`src/rtl/phy_pkg.sv`:
```
// Shared types and constants for the PHY byte serializer.
// The state enum and the frame length helper are also used by anything
// that needs to know how long a serial frame is on the wire.
package phy_pkg;

  // Default idle/alignment symbol (K28.5-style COM byte).
  localparam logic [7:0] COM_SYM_DEF = 8'hBC;

  typedef enum logic {
    SYNC   = 1'b0,
    ACTIVE = 1'b1
  } state_e;

  // Bits per serial frame: data bits, plus one when parity is appended.
  function automatic int frame_len(input int data_w, input bit parity_en);
    return parity_en ? data_w + 1 : data_w;
  endfunction

endpackage

```
`src/rtl/phy_byte_serializer.sv`:
```
// Byte-to-serial converter behind the lane mux. MSB first, one bit per clk,
// back-to-back frames. After reset SYNC_COMS COM frames go out before any
// data is accepted; afterwards a COM fills every frame boundary where no
// byte is offered.
// Optional feature: define SER_PARITY_EN to append an even-parity bit after
// the LSB of every frame (COM frames included).
module phy_byte_serializer
  import phy_pkg::*;
#(
  parameter int                 DATA_W    = 8,
  parameter logic [DATA_W-1:0]  COM_SYM   = DATA_W'(COM_SYM_DEF),
  parameter int                 SYNC_COMS = 4
) (
  input  logic              clk,
  input  logic              reset,
  input  logic              valid_in,
  input  logic [DATA_W-1:0] data_in,
  output logic              ready_out,
  output logic              data_out,
  output logic              frame_start,
  output logic              is_com,
  output logic              active_out
);

`ifdef SER_PARITY_EN
  localparam bit PAR_EN = 1'b1;
`else
  localparam bit PAR_EN = 1'b0;
`endif

  localparam int FRAME_LEN = frame_len(DATA_W, PAR_EN);
  localparam int BCW       = $clog2(FRAME_LEN);
  localparam int CCW       = $clog2(SYNC_COMS + 1);

  localparam logic [BCW-1:0] BIT_LAST = BCW'(FRAME_LEN - 1);
  localparam logic [CCW-1:0] COM_LAST = CCW'(SYNC_COMS - 1);

  state_e                 state_q, state_d;
  logic [CCW-1:0]         com_cnt_q, com_cnt_d;
  logic [BCW-1:0]         bit_cnt_q, bit_cnt_d;
  logic [FRAME_LEN-2:0]   shift_q, shift_d;
  logic                   dout_q, dout_d;
  logic                   fs_q, fs_d;
  logic                   is_com_q, is_com_d;

  logic                   load;
  logic                   sel_data;
  logic [DATA_W-1:0]      byte_sel;
  logic [FRAME_LEN-1:0]   word;

  // Frame word for the next load: offered byte when ACTIVE, COM otherwise.
  always_comb begin
    load     = (bit_cnt_q == BIT_LAST);
    sel_data = (state_q == ACTIVE) && valid_in;
    byte_sel = sel_data ? data_in : COM_SYM;
`ifdef SER_PARITY_EN
    word     = {byte_sel, ^byte_sel};
`else
    word     = byte_sel;
`endif
  end

  // Next-state: load a new frame at the last bit, otherwise keep shifting.
  always_comb begin
    state_d   = state_q;
    com_cnt_d = com_cnt_q;
    bit_cnt_d = bit_cnt_q + BCW'(1);
    shift_d   = shift_q << 1;
    dout_d    = shift_q[FRAME_LEN-2];
    fs_d      = 1'b0;
    is_com_d  = is_com_q;
    if (load) begin
      bit_cnt_d = '0;
      dout_d    = word[FRAME_LEN-1];
      shift_d   = word[FRAME_LEN-2:0];
      fs_d      = 1'b1;
      is_com_d  = ~sel_data;
      // The last sync COM both goes out and opens the data path on this edge.
      if (state_q == SYNC) begin
        com_cnt_d = com_cnt_q + CCW'(1);
        if (com_cnt_q == COM_LAST) state_d = ACTIVE;
      end
    end
  end

  // State and output registers; reset aborts any frame in flight.
  always_ff @(posedge clk) begin
    if (reset) begin
      state_q   <= SYNC;
      com_cnt_q <= '0;
      bit_cnt_q <= BIT_LAST;
      shift_q   <= '0;
      dout_q    <= 1'b0;
      fs_q      <= 1'b0;
      is_com_q  <= 1'b0;
    end else begin
      state_q   <= state_d;
      com_cnt_q <= com_cnt_d;
      bit_cnt_q <= bit_cnt_d;
      shift_q   <= shift_d;
      dout_q    <= dout_d;
      fs_q      <= fs_d;
      is_com_q  <= is_com_d;
    end
  end

  assign data_out    = dout_q;
  assign frame_start = fs_q;
  assign is_com      = is_com_q;
  assign active_out  = (state_q == ACTIVE);
  // Independent of valid_in so the mux upstream can use it freely.
  assign ready_out   = (state_q == ACTIVE) && (bit_cnt_q == BIT_LAST);

endmodule

```
`config.mk`:
```
export PLATFORM = sky130hd
export DESIGN_NAME = phy_byte_serializer
export DESIGN_NICKNAME = d
export VERILOG_FILES = /design/src/rtl/phy_pkg.sv /design/src/rtl/phy_byte_serializer.sv
export SDC_FILE = /design/constraint.sdc
export NUM_CORES = 1
export LEC_CHECK = 0
export CAP_MARGIN = 10
export CORE_UTILIZATION = 46
export DETAILED_ROUTE_END_ITERATION = 16
export PLACE_DENSITY_LB_ADDON = 0.1
export SLEW_MARGIN = 10
export SYNTH_ARGS = -nofsm -noshare
export SYNTH_HDL_FRONTEND = slang
export SYNTH_SLANG_ARGS = --single-unit
```
`constraint.sdc`:
```
create_clock -name clk -period 1.4 [get_ports clk]
set_input_delay 0.14 -clock clk [delete_from_list [all_inputs] [get_ports clk]]
set_output_delay 0.14 -clock clk [all_outputs]
set_load 0.02 [all_outputs]
```
==> results.json, run 1 <==
{
  "outcome": "finished clean",
  "wire_per_inst_um": 11.7,
  "cp_max_fo": 2,
  "drtIter0Drc": 17,
  "antenna_found_initial": 0,
  "boundaryPins": 16,
  "worst_ep_required_time_ns": 1.26,
  "dieArea_um2": 1600,
  "min_period_over_period_pct": 96.9,
  "cts_tree": "built",
  "row_count": 13,
  "drt_pass1_iterations": 4,
  "cp_num_buf_inv": 1,
  "crit_path_end_kind": "output pin",
  "clockRootBuffer": "clkbuf_4",
  "core_um2": 1320,
  "crit_path_start_kind": "register",
  "clk_latency_ns": 0.29,
  "final_cell_mix": "16 x dfxtp_1, 15 x nor2_1, 11 x clkdlybuf4s50_1",
  "worst_pin_slew_ns": 0.227,
  "cts_hold_buf": 0,
  "synth.distinct_cells": 20,
  "holdPathStages": 3,
  "initial_core_util_pct": 50.3,
  "fmax_ghz": 0.737,
  "post-place-ws_ns": -0.130,
  "port_buffers": 15,
  "rsz0062_at_grt": "no",
  "powerDensity_nw_per_um2": 1370,
  "die_h_um": 40.0,
  "period_needed_ns": 1.36,
  "cts_buffer_depth": 2,
  "drc_errors": 0,
  "crit_path_top_delay_cell": "dfxtp_2",
  "wl_um": 1200,
  "maxCapViolCount": 0,
  "cp.depth": 4,
  "area_growth_pct": 36.2,
  "synth.avg_cell_area_um2": 10.0,
  "post-cts-setup-buffers": 0,
  "htreeDepth": 1,
  "path_cells": "ha_4 -> ha_4 -> and2_4 -> buf_6",
  "synthCells": 66,
  "r2r_cells": 6,
  "path_class": "reg -> out",
  "place_congestion": 0.686,
  "grt.total_usage_pct": 17.9,
  "vias": 495,
  "slew_violations": 0,
  "peakVddDrop_uv": 742,
  "leakage_nw": 0.398,
  "grt_pass1_vias": 431,
  "fin_ws_ns": 0.0437,
  "grt_overflow_total": 0,
  "final_common_cell": "dfxtp_1",
  "yosys_warnings": 0,
  "numCtsBuffers": 3,
  "ys_seq_elements": 17,
  "hold_class": "in -> reg",
  "grt_pass1_wl_um": 1810,
  "nNetsFinal": 104,
  "ctsResizeCount": 5,
  "synthesis.area_um2": 663,
  "final-hold-violation-count": 0,
  "cp.arrival_ns": 1.22,
  "fin_skew_ns": 0.0114,
  "cp_top_family": "flip-flops",
  "grt_start_max_net_pins": 18,
  "setup_viol": 0,
  "tns_ns": 0,
  "seq_area_frac_synth_pct": 51.3,
  "drive_above_1_share_pct": 18.4,
  "num_antenna_cells": 0,
  "fill_cells": 111,
  "max_slew_margin_pct": 84.9,
  "chipWidth_um": 40.0,
  "cts_num_sinks": 17,
  "cp_common_cell": "ha_4",
  "synthesis.nets": 82,
  "viasPerCell": 4.85,
  "cts.clk_slew.worst_paths_ns": 0.10,
  "ant_nets": 0,
  "cpPeakStageDelay_ns": 0.34
}
[cells by family (layout without fill, tap and decap cells)]
kind of cell    after synthesis  count (layout)  synth area share (%)
xor+xnor                      1               1                  1.32
buf+inv                       5              26                  5.28
compound gates               12              12                  12.6
mux                           1               1                  1.51
flops                        17              17                  51.3
simple gates                 25              25                  18.5
fa+ha+maj                     5               5                  9.43
[final timing paths]
kind	to	from	slack (ns)
max reg2reg	com_cnt_q[1]$_SDFFE_PP0P_	bit_cnt_q[0]$_SDFF_PP1_	0.11
max	ready_out	bit_cnt_q[0]$_SDFF_PP1_	0.04
min reg2reg	shift_q[1]$_SDFF_PP0_	shift_q[0]$_SDFF_PP0_	0.45
min	shift_q[1]$_SDFF_PP0_	data_in[1]	0.44
[per-stage QoR]
stage / utilization, % / instances / instance area, µm² / power, mW / hold slack (ns)
3_3_place_gp: 63.9 / 98 / 842 / 0.957 / 0.424
3_5_place_dp: 63.9 / 98 / 842 / 0.967 / 0.433
6_report: 68.6 / 102 / 903 / 1.24 / 0.440
4_1_cts: 65.5 / 102 / 863 / 1.23 / 0.434
2_1_floorplan: - / 66 / 663 / 0.865 / 0.212
5_1_grt: 68.6 / 102 / 903 / 1.34 / 0.429
[report_power, final]
group / switching, mW / leakage [nW] / internal, mW
registers: 0.0426 / 0.140 / 0.570
clock network: 0.152 / 0.0177 / 0.106
logic: 0.173 / 0.240 / 0.196
total: 0.367 / 0.398 / 0.872
[per-layer routing]
| layer | share of wire (%) | GRT usage [%] | wire length [µm] |
|---|---|---|---|
| met1 | 48 | 21.8 | 580 |
| met3 | 4.9 | 10.0 | 59 |
| met5 | 0 | 0 | 0 |
| met2 | 47 | 27.8 | 557 |
| met4 | 0 | 2.59 | 0 |
[worst min-delay path: stages]
cell and delay [ns]:
clkdlybuf4s50_1 0.41, nand4_1 0.09, a21oi_1 0.06
[synth_stat cells, drive strengths merged]
master	count	share of area, %
a21o	1	1.1
a21oi	3	2.3
nand4	2	1.9
nor2	15	8.5
and4b	1	1.5
a211oi	6	6.8
nand2	3	1.7
nor2b	2	3.0
inv	2	1.1
dfxtp	17	51
o21bai	1	1.1
and2	1	0.94
a311oi	1	1.3
or2	1	0.94
ha	5	9.4
mux2i	1	1.5
buf	3	4.1
xnor2	1	1.3
[registers in the layout, indices dropped and copies added, names as in the netlist]
signal       cells
shift_q          7
bit_cnt_q        3
frame_start      1
com_cnt_q        3
active_out       1
is_com           1
data_out         1
[area by class of cell]
| class | instances | area, µm² | share of cell area (%) |
|---|---|---|---|
| clock inverter | 1 | 5.00 | 0.554 |
| sequential | 17 | 342 | 37.8 |
| tap | 15 | 18.8 | 2.08 |
| timing repair buffer | 20 | 193 | 21.3 |
| multi-input combinational | 44 | 315 | 34.9 |
| clock buffer | 3 | 22.5 | 2.49 |
| inverter | 2 | 7.51 | 0.831 |
Note: power is estimated with default switching activity, not from simulation.
==> run 2: changes to the inputs <==
--- a/config.mk
+++ b/config.mk
@@ -8,6 +8,7 @@
 export CAP_MARGIN = 10
 export CORE_UTILIZATION = 46
 export DETAILED_ROUTE_END_ITERATION = 16
+export HOLD_SLACK_MARGIN = 0.08
 export PLACE_DENSITY_LB_ADDON = 0.1
 export SLEW_MARGIN = 10
 export SYNTH_ARGS = -nofsm -noshare
==> results of run 2 <==
Same layout as run 1: the final DEF is identical, and so are final timing and power.
